`src/rtl/title_sequencer.sv`:
```
// title_sequencer: top-level game-flow controller for the VGA shooter.
// The title screen runs an N-frame animation. A start press enters a
// multi-level play phase. Clearing the last level, or a forced win, shows the
// win screen; a death shows the lose screen. An end screen goes back to the
// title on a start press, or after END_TIMEOUT cycles when END_TIMEOUT > 0.
// Define PAUSE_EN to build the pause/resume states. Without it the pause
// input is ignored and paused is tied low.
//
// state       | meaning
// S_TITLE     | title screen, animation running
// S_TITLE_REL | start held on title, waiting for release
// S_PLAY      | gameplay active
// S_PAUSE     | game frozen, waiting for a second pause press
// S_PAUSE_REL | second pause press held, waiting for release
// S_WIN       | win screen, end timer running
// S_LOSE      | lose screen, end timer running
// S_END_REL   | start held on an end screen, waiting for release
module title_sequencer #(
  parameter int FLASH_PERIOD = 20000000,
  parameter int NUM_FRAMES   = 2,
  parameter int NUM_LEVELS   = 1,
  parameter int END_TIMEOUT  = 0,
  localparam int FW = (NUM_FRAMES > 1) ? $clog2(NUM_FRAMES) : 1,
  localparam int LW = (NUM_LEVELS > 1) ? $clog2(NUM_LEVELS) : 1
) (
  input  logic          clk,
  input  logic          resetn,
  input  logic          start,
  input  logic          win,
  input  logic          lose,
  input  logic          level_done,
  input  logic          pause,
  output logic          title_on,
  output logic [FW-1:0] title_frame,
  output logic          game_on,
  output logic          win_on,
  output logic          lose_on,
  output logic [LW-1:0] level,
  output logic          level_start,
  output logic          paused
);

  localparam int CW = $clog2(FLASH_PERIOD);
  localparam int EW = (END_TIMEOUT > 1) ? $clog2(END_TIMEOUT) : 1;

  localparam logic [CW-1:0] LAST_FLASH = CW'(FLASH_PERIOD - 1);
  localparam logic [FW-1:0] LAST_FRAME = FW'(NUM_FRAMES - 1);
  localparam logic [LW-1:0] LAST_LEVEL = LW'(NUM_LEVELS - 1);
  localparam logic [EW-1:0] LAST_END   = EW'((END_TIMEOUT > 0) ? END_TIMEOUT - 1 : 0);

  typedef enum logic [2:0] {
    S_TITLE,
    S_TITLE_REL,
    S_PLAY,
    S_PAUSE,
    S_PAUSE_REL,
    S_WIN,
    S_LOSE,
    S_END_REL
  } state_t;

  state_t        r_state;
  state_t        w_state_next;
  logic [CW-1:0] r_flash_cnt;
  logic [FW-1:0] r_frame;
  logic [LW-1:0] r_level;
  logic [EW-1:0] r_end_cnt;
  logic          r_level_start;
  logic          r_end_win;

  logic          w_flash_wrap;
  logic          w_last_level;
  logic          w_end_hit;
  logic          w_level_adv;
  logic          w_enter_title;
  logic          w_on_end;
  logic          w_unused;

  assign w_flash_wrap  = (r_flash_cnt == LAST_FLASH);
  assign w_last_level  = (r_level == LAST_LEVEL);
  // The end timer only returns to the title when a timeout is configured.
  assign w_end_hit     = (END_TIMEOUT > 0) && (r_end_cnt == LAST_END);
  assign w_on_end      = (r_state == S_WIN) || (r_state == S_LOSE);
  // A level_done pulse on the last level is a win, not an advance.
  assign w_level_adv   = (r_state == S_PLAY) && !lose && !win && level_done && !w_last_level;
  assign w_enter_title = (w_state_next == S_TITLE) && (r_state != S_TITLE);

`ifdef PAUSE_EN
  logic r_pause_armed;

  // Arms the resume path only after pause has been seen low inside S_PAUSE,
  // so the press that entered the pause cannot also leave it.
  always_ff @(posedge clk) begin
    if (!resetn || r_state != S_PAUSE) begin
      r_pause_armed <= 1'b0;
    end else if (!pause) begin
      r_pause_armed <= 1'b1;
    end
  end

  assign w_unused = ^r_end_cnt;
`else
  assign w_unused = ^{r_end_cnt, pause};
`endif

  // State register; reset always lands on the title screen.
  always_ff @(posedge clk) begin
    if (!resetn) begin
      r_state <= S_TITLE;
    end else begin
      r_state <= w_state_next;
    end
  end

  // Next-state decode; lose outranks win, and win outranks level_done.
  always_comb begin
    w_state_next = r_state;
    case (r_state)
      S_TITLE: begin
        if (start) w_state_next = S_TITLE_REL;
      end
      S_TITLE_REL: begin
        if (!start) w_state_next = S_PLAY;
      end
      S_PLAY: begin
        if (lose) begin
          w_state_next = S_LOSE;
        end else if (win) begin
          w_state_next = S_WIN;
        end else if (level_done && w_last_level) begin
          w_state_next = S_WIN;
        end
`ifdef PAUSE_EN
        else if (!level_done && pause) begin
          w_state_next = S_PAUSE;
        end
`endif
      end
`ifdef PAUSE_EN
      S_PAUSE: begin
        if (r_pause_armed && pause) w_state_next = S_PAUSE_REL;
      end
      S_PAUSE_REL: begin
        if (!pause) w_state_next = S_PLAY;
      end
`endif
      S_WIN, S_LOSE: begin
        if (start) begin
          w_state_next = S_END_REL;
        end else if (w_end_hit) begin
          w_state_next = S_TITLE;
        end
      end
      S_END_REL: begin
        if (!start) w_state_next = S_TITLE;
      end
      default: w_state_next = S_TITLE;
    endcase
  end

  // Title animation: the flash counter and frame advance only in S_TITLE.
  always_ff @(posedge clk) begin
    if (!resetn || w_enter_title) begin
      r_flash_cnt <= '0;
      r_frame     <= '0;
    end else if (r_state == S_TITLE) begin
      if (w_flash_wrap) begin
        r_flash_cnt <= '0;
        r_frame     <= (r_frame == LAST_FRAME) ? '0 : r_frame + 1'b1;
      end else begin
        r_flash_cnt <= r_flash_cnt + 1'b1;
      end
    end
  end

  // Level index; held through the end screens so the score can be shown.
  always_ff @(posedge clk) begin
    if (!resetn || w_enter_title) begin
      r_level <= '0;
    end else if (w_level_adv) begin
      r_level <= r_level + 1'b1;
    end
  end

  // One-cycle pulse when a level begins, whether from the title or from a
  // level advance. Resuming from a pause is not a new level.
  always_ff @(posedge clk) begin
    if (!resetn) begin
      r_level_start <= 1'b0;
    end else begin
      r_level_start <= ((r_state == S_TITLE_REL) && !start) || w_level_adv;
    end
  end

  // End-screen timer; it runs only while the win or lose screen is shown.
  always_ff @(posedge clk) begin
    if (!resetn || !w_on_end) begin
      r_end_cnt <= '0;
    end else if (END_TIMEOUT > 0) begin
      r_end_cnt <= r_end_cnt + 1'b1;
    end
  end

  // Remembers which end screen S_END_REL must keep displaying.
  always_ff @(posedge clk) begin
    if (!resetn) begin
      r_end_win <= 1'b0;
    end else if (r_state == S_PLAY) begin
      r_end_win <= (w_state_next == S_WIN);
    end
  end

  assign title_on    = (r_state == S_TITLE) || (r_state == S_TITLE_REL);
  assign game_on     = (r_state == S_PLAY);
  assign win_on      = (r_state == S_WIN)  || ((r_state == S_END_REL) && r_end_win);
  assign lose_on     = (r_state == S_LOSE) || ((r_state == S_END_REL) && !r_end_win);
  assign title_frame = r_frame;
  assign level       = r_level;
  assign level_start = r_level_start;
`ifdef PAUSE_EN
  assign paused      = (r_state == S_PAUSE) || (r_state == S_PAUSE_REL);
`else
  assign paused      = 1'b0;
`endif

endmodule

```
`config.mk`:
```
export PLATFORM = sky130hd
export DESIGN_NAME = title_sequencer
export DESIGN_NICKNAME = d
export VERILOG_FILES = /design/src/rtl/title_sequencer.sv
export SDC_FILE = /design/constraint.sdc
export NUM_CORES = 1
export LEC_CHECK = 0
export ABC_AREA = 0
export ABC_CLOCK_PERIOD_IN_PS = 2000
export CAP_MARGIN = 20
export CORE_MARGIN = 4
export CORE_UTILIZATION = 30
export DETAILED_ROUTE_END_ITERATION = 10
export GPL_TIMING_DRIVEN = 0
export SLEW_MARGIN = 20
export SYNTH_ARGS = -nofsm -noshare
export SYNTH_HDL_FRONTEND = slang
export SYNTH_SLANG_ARGS = --single-unit
export TNS_END_PERCENT = 100
```
`constraint.sdc`:
```
create_clock -name clk -period 2 [get_ports clk]
set_clock_uncertainty 0.05 [all_clocks]
set_input_delay 0.2 -clock clk [delete_from_list [all_inputs] [get_ports clk]]
set_output_delay 0.2 -clock clk [all_outputs]
set_load 0.005 [all_outputs]
```
==> results of run 1 <==
-- how the worst max path moves through the flow --
stage / startpoint / cells past startpoint / end / slack (ns)
6_report: r_state[1] / 5 / r_flash_cnt[20] / -0.11
5_1_grt: r_state[1] / 5 / r_flash_cnt[20] / -0.19
4_1_cts: r_state[1] / 5 / r_flash_cnt[20] / -0.20
3_5_place_dp: r_state[2] / 5 / r_flash_cnt[23] / -0.24
3_3_place_gp: r_flash_cnt[0] / 5 / r_flash_cnt[24] / -0.17
2_1_floorplan: r_state[1] / 5 / r_flash_cnt[24] / -0.09
-- repair_timing --
item,CTS,global route
endpoints found under the setup margin,19,20
resized for setup,9,15
pin swaps,6,3
buffers inserted,4,0
-- logic make-up (layout without fill, tap and decap cells) --
| group | count (synthesis) | in the layout |
|---|---|---|
| simple gates | 100 | 100 |
| compound gates | 51 | 51 |
| flops | 32 | 32 |
| buf+inv | 23 | 46 |
| xor+xnor | 9 | 9 |
| fa+ha+maj | 1 | 1 |
| other cells | 1 | 1 |
-- power by group --
group	internal, mW	switching (mW)
registers	0.653	0.0175
logic	0.0679	0.0846
clock network	0.280	0.230
total	1.00	0.332
-- state kept, by name (all words and copies together), names as in the netlist --
name / count
r_flash_cnt: 25
r_state: 3
level: 1
level_start: 1
r_end_win: 1
title_frame: 1
-- cell type report --
type                       count  area [sq um]  area share [%]
multi-input combinational    162          1051           49.09
sequential                    32         648.1           30.27
timing repair buffer          16         150.1           7.013
clock buffer                   8         90.09           4.208
tap                           72         90.09           4.208
buffer                         9         62.56           2.922
inverter                      13         48.80           2.279
-- metrics by stage --
step	TNS, ns	cells	power, mW	utilization [%]	hold slack [ns]
2_1_floorplan	-0.1447	217	0.7646	-	0.2936
3_3_place_gp	-2.130	301	0.8156	35.12	0.4130
3_5_place_dp	-2.183	301	0.8164	35.12	0.4208
4_1_cts	-1.035	312	1.341	37.74	0.4301
5_1_grt	-1.372	312	1.400	38.64	0.4667
6_report	-0.1880	312	1.334	38.64	0.4251
-- worst register-to-register path, delay by kind of cell (launching register included) --
| kind | cells | cell delay [ns] |
|---|---|---|
| flip-flops | 1 | 0.32 |
| AO/OA/AOI/OAI | 1 | 0.13 |
| buffers and inverters | 1 | 0.11 |
| AND/OR/NAND/NOR | 3 | 1.44 |
-- per-layer routing --
| layer | part of all wire (%) | wire, um |
|---|---|---|
| met1 | 47 | 2018 |
| met2 | 47 | 2037 |
| met3 | 3.6 | 154 |
| met4 | 2.1 | 89 |
| met5 | 0 | 0 |
-- cell usage after synthesis (all sizes together) --
cell type	instances
nor2b	1
xnor2	6
o311ai	2
o21ai	11
inv	13
conb	1
a22oi	1
or4b	1
a31oi	2
nand2b	2
or3	4
o211ai	1
nor4b	2
a211oi	1
or4	11
and3	7
clkbuf	6
nand3	11
nor4	7
dfxtp	32
ha	1
a21oi	19
and4	2
o21a	1
nand4b	2
buf	4
nor3	3
or2	2
xor2	3
nand2	15
nor2	17
nor3b	1
a221o	1
a31o	2
and2	2
o31ai	8
a221oi	1
nand4	10
o32a	1
==> results_dict.tcl, run 1 <==
set metrics [dict create \
    dpl_worst_slack_ns -0.2351 \
    vias 1709 \
    grt_util_met1_pct 16.76 \
    drtIter0Drc 95 \
    critical_path_buf_inv_count 1 \
    worstPathCellList "buf_6 > or4b_1 > or4_4 > or4_4 > a21oi_2" \
    fin_nets 247 \
    holdCritPathClass "reg -> reg" \
    crit_required_ns 2.17 \
    drt_wl_total_um 4299 \
    final_common_cell "dfxtp_1" \
    cp-end-kind "flop" \
    ir_drop_uv 233.5 \
    seq_area_frac_synth_pct 36.99 \
    synth_top_area_share_pct 36.99 \
    slew_headroom_pct 60.27 \
    fp.dieH_um 83.98 \
    cts_tree "built" \
    dr.pass1.iters 4 \
    synth_xor_area_share_pct 4.552 \
    drc 0 \
    dieArea_sq_um 7052 \
    reg2reg_depth 5 \
    synth_cell_types 46 \
    reg2reg_slack_ns -0.11 \
    postRouteAntennaNets 0 \
    critPathArrivalTime_ns 2.28 \
    pin_count 15 \
    fillers 588 \
    clk_pin_slew_ns 0.07 \
    fin_crit_sh_pct 105.7 \
    hp-start "title_frame" \
    row_count 27 \
    worstReg2RegStart "r_state[1]" \
    status "finished with violations" \
    met2_usage_pct 20.90 \
    maxCapViolations 0 \
    die_x_um 83.98 \
    hold_viol 0 \
    grt-ovfl-total 0 \
    synth_top_family_by_area "simple AND/OR/NAND/NOR gates" \
    clk_path_buf_depth 2 \
    path_max_fanout 5 \
    initial_core_util_pct 31.26 \
    core_area_sq_um 5540 \
    synth.area.mux_share_pct 0 \
    io_buffers 12 \
    rsz0062_at_grt "true" \
    crit_top_cell "or4_4" \
    routed_via_density 5.478 \
    critical_path_class "reg -> reg" \
    yosys.area_share.simple_pct 32.88 \
    cp_top_family "simple AND/OR/NAND/NOR gates" \
    track_usage_pct 13.21 \
    slew_viol_final 0 \
    leakage_nw 0.6548 \
    synth_compound_area_share_pct 18.28 \
    placed_area_sq_um 1946 \
    finalSetupViolCount 3 \
    cp-start-kind "flop" \
    synth-seq-cells 32 \
    antenna_cells 0 \
    syn-num-nets 225 \
    fin_ws_ns -0.1145 \
    grt_max_degree 11 \
    fin_area_sq_um 2141 \
    layout_min_cycle_time_ns 2.115 \
    cts-root-buf "clkbuf_8" \
    worstHoldPathCells 2 \
    avgSynthCellArea_sq_um 7.980 \
    clk_latency_ns 0.28 \
    layout_common_cells "26 x dfxtp_1, 17 x a21oi_1, 17 x nor2_1" \
    worst_pin_slew_ns 0.5914 \
    drive_gt1_share_pct 17.92 \
    yosysTopAreaCell "dfxtp_1" \
    yosysWarnings 0 \
    holdPathEnd "title_frame" \
    syn_to_final_growth_pct 23.63 \
    grt_pass1_wl_um 7631 \
    dpl.hpwl_um 3040 \
    power.density_nw_per_um2 623.1 \
    hold_buffers 0 \
    violations "setup timing" \
    place.gp.congestion 0.8149 \
    wire_per_inst_um 13.78 \
    r2r_end "r_flash_cnt[20]" \
    synthAdderAreaFrac_pct 0.7225 \
    synthTopCellsByArea "dfxtp_1 37%, a21oi_1 5.5%, or4_1 4.3%" \
    numCtsBuffers 5 \
    slowest_stage "or4_4" \
    antenna_found_initial 0 \
    cts.htree.levels 2 \
    netlist_area_sq_um 1732 \
    slowest_delay_ns 0.50 \
    syn_inst 217 \
    cts_sinks 32 \
    grt-busiest-layer "met2" \
    grt_pass1_vias 1613 \
    fmax_mhz 472.9 \
    globalRouteMet3Util_pct 3.554 \
]
(Power assumes the default switching activity.)
==> run 2, diff against run 1 <==
--- a/config.mk
+++ b/config.mk
@@ -16,4 +16,4 @@
 export SYNTH_ARGS = -nofsm -noshare
 export SYNTH_HDL_FRONTEND = slang
 export SYNTH_SLANG_ARGS = --single-unit
-export TNS_END_PERCENT = 100
+export TNS_END_PERCENT = 20
==> results_dict.tcl, run 2 (synthesis results as in run 1) <==
set metrics [dict create \
    largest_reg_flops 25 \
    utilization_pct 38.21 \
    clk_latency_ns 0.28 \
    fin_setup_tns_ns -0.3429 \
    critical_path_buf_inv_count 1 \
    cts.htree.levels 2 \
    hold_buffers 0 \
    core_area_sq_um 5540 \
    dpl.hpwl_um 3054 \
    slew_viol_final 0 \
    fin_ws_ns -0.1620 \
    cp-startpoint "r_state[1]" \
    path_max_fanout 6 \
    syn_to_final_growth_pct 22.25 \
    numCtsBuffers 5 \
    layout_min_cycle_time_ns 2.162 \
    routed_via_density 5.391 \
    worstHoldPathCells 2 \
    seq_power_share_pct 50.3 \
    worstReg2RegStart "r_state[1]" \
    fmax_mhz 462.5 \
    critPathArrivalTime_ns 2.33 \
    combPwrFrac_pct 11.0 \
    io_buffers 12 \
    dr_wl_met3_um 181 \
    rsz0062_at_grt "true" \
    violations "setup timing" \
    grt_pass1_wl_um 6775 \
    cp-start-kind "flop" \
    drc 0 \
    crit_top_cell "or4_4" \
    holdWs_ns 0.4285 \
    drive_gt1_share_pct 17.08 \
    clk_path_buf_depth 2 \
    slowest_stage "or4b_1" \
    p_int_mw 0.9897 \
    final_common_cell "dfxtp_1" \
    place_inst 301 \
    grt_pass1_vias 1455 \
    clk_pin_slew_ns 0.07 \
    status "finished with violations" \
    cp-end-kind "flop" \
    worst_pin_slew_ns 0.5622 \
    row_count 27 \
    dieArea_sq_um 7052 \
    cts_tree "built" \
    final_cells 312 \
    reg2reg_depth 5 \
    vias 1682 \
    largest_register "r_flash_cnt" \
    wire_per_inst_um 13.63 \
    cp_top_family "simple AND/OR/NAND/NOR gates" \
    fp.dieH_um 83.98 \
    wl_met2_um 1965 \
    holdCritPathClass "reg -> reg" \
    critical_path_class "reg -> reg" \
    finalSetupViolCount 4 \
    cts-root-buf "clkbuf_8" \
    worstPathCellList "buf_6 > or4b_1 > or4_4 > or4_4 > a21oi_1" \
    crit_required_ns 2.17 \
    postRouteAntennaNets 0 \
    slew_headroom_pct 62.23 \
    slowest_delay_ns 0.51 \
    fin_crit_sh_pct 108.1 \
    die_x_um 83.98 \
    ir_drop_uv 463.8 \
    regArea_sq_um 645.6 \
    hp-start "r_flash_cnt[0]" \
    power.density_nw_per_um2 625.1 \
    cts_sinks 32 \
    multi_input_comb_area_sq_um 1023 \
    fin_nets 247 \
    antenna_cells 0 \
    grt_max_degree 11 \
    fillers 590 \
    cp.depth 5 \
    track_usage_pct 11.79 \
    antenna_found_initial 0 \
    top_layer "met4" \
    hold_viol 0 \
    drtIter0Drc 96 \
    maxCapViolations 0 \
    layout_common_cells "28 x dfxtp_1, 19 x a21oi_1, 17 x nor2_1" \
    grt-ovfl-total 0 \
    initial_core_util_pct 31.26 \
    p_sw_share_pct 25.21 \
    p_clk_share_pct 38.6 \
    reg_top3 "r_flash_cnt x25, r_state x3" \
    leakage_nw 0.6646 \
    switchingPower_mw 0.3336 \
    wl_met1_um 2067 \
    dr.pass1.iters 4 \
    place.gp.congestion 0.8385 \
    pin_count 15 \
    drt_wl_total_um 4252 \
]
[run 2: cell types whose count changed in the layout (fill, tap and decap cells not counted), moves of 2 or more]
cell / before / now
clkbuf_1: 4 / 1
a21oi_2: 2 / 0
dfxtp_1: 26 / 28
clkinv_2: 0 / 2
a21oi_1: 17 / 19
dfxtp_2: 6 / 4
[run 2: final timing paths]
kind	to	slack, ns
setup / recovery	r_flash_cnt[20]	-0.16
hold / removal	r_flash_cnt[0]	0.43
setup reg to reg	r_flash_cnt[20]	-0.16
hold reg to reg	r_flash_cnt[0]	0.43
[run 2: tightest hold or removal path, stage by stage (launching register included)]
cell     delay (ns)
dfxtp_2        0.34
nand2_1        0.06
a21oi_1        0.05
[run 2: power groups by stage]
stage / registers (mW) / clock network [mW] / logic (mW)
after floorplan: 0.675 / 0 / 0.0891
after global placement: 0.679 / 0 / 0.137
after detailed placement: 0.679 / 0 / 0.136
after CTS: 0.664 / 0.522 / 0.142
after global routing: 0.668 / 0.556 / 0.164
final: 0.666 / 0.511 / 0.146
[run 2: area by class of cell]
| type | instances | share of cell area [%] |
|---|---|---|
| multi-input cells | 162 | 48.35 |
| plain buffers | 9 | 3.132 |
| clock inverters | 2 | 0.4728 |
| inverters | 13 | 2.305 |
| clock buffers | 6 | 3.901 |
| repair buffers | 16 | 7.092 |
| flip-flops and latches | 32 | 30.50 |
| well taps | 72 | 4.255 |
[run 2: layer usage]
metal | up-vias | global-route usage (%)
met3 | 5 | 2.962
met4 | 0 | 3.509
li1 | 853 | -
met2 | 33 | 19.09
met1 | 791 | 15.40
met5 | - | 0
[run 2: through the flow]
step	cell area (sq um)	power, mW	worst slack [ns]
after floorplan	1732	0.7644	-0.08917
after global placement	1942	0.8158	-0.2205
after detailed placement	1942	0.8146	-0.2387
after CTS	2058	1.328	-0.1570
after global routing	2117	1.388	-0.2226
final	2117	1.323	-0.1620
[run 2: what timing repair did]
item,CTS,global route
endpoints found under the setup margin,18,20
gates resized for setup,7,17
cloned,0,0
hold endpoints to repair,0,0
setup buffers,1,3
pin swaps,1,2
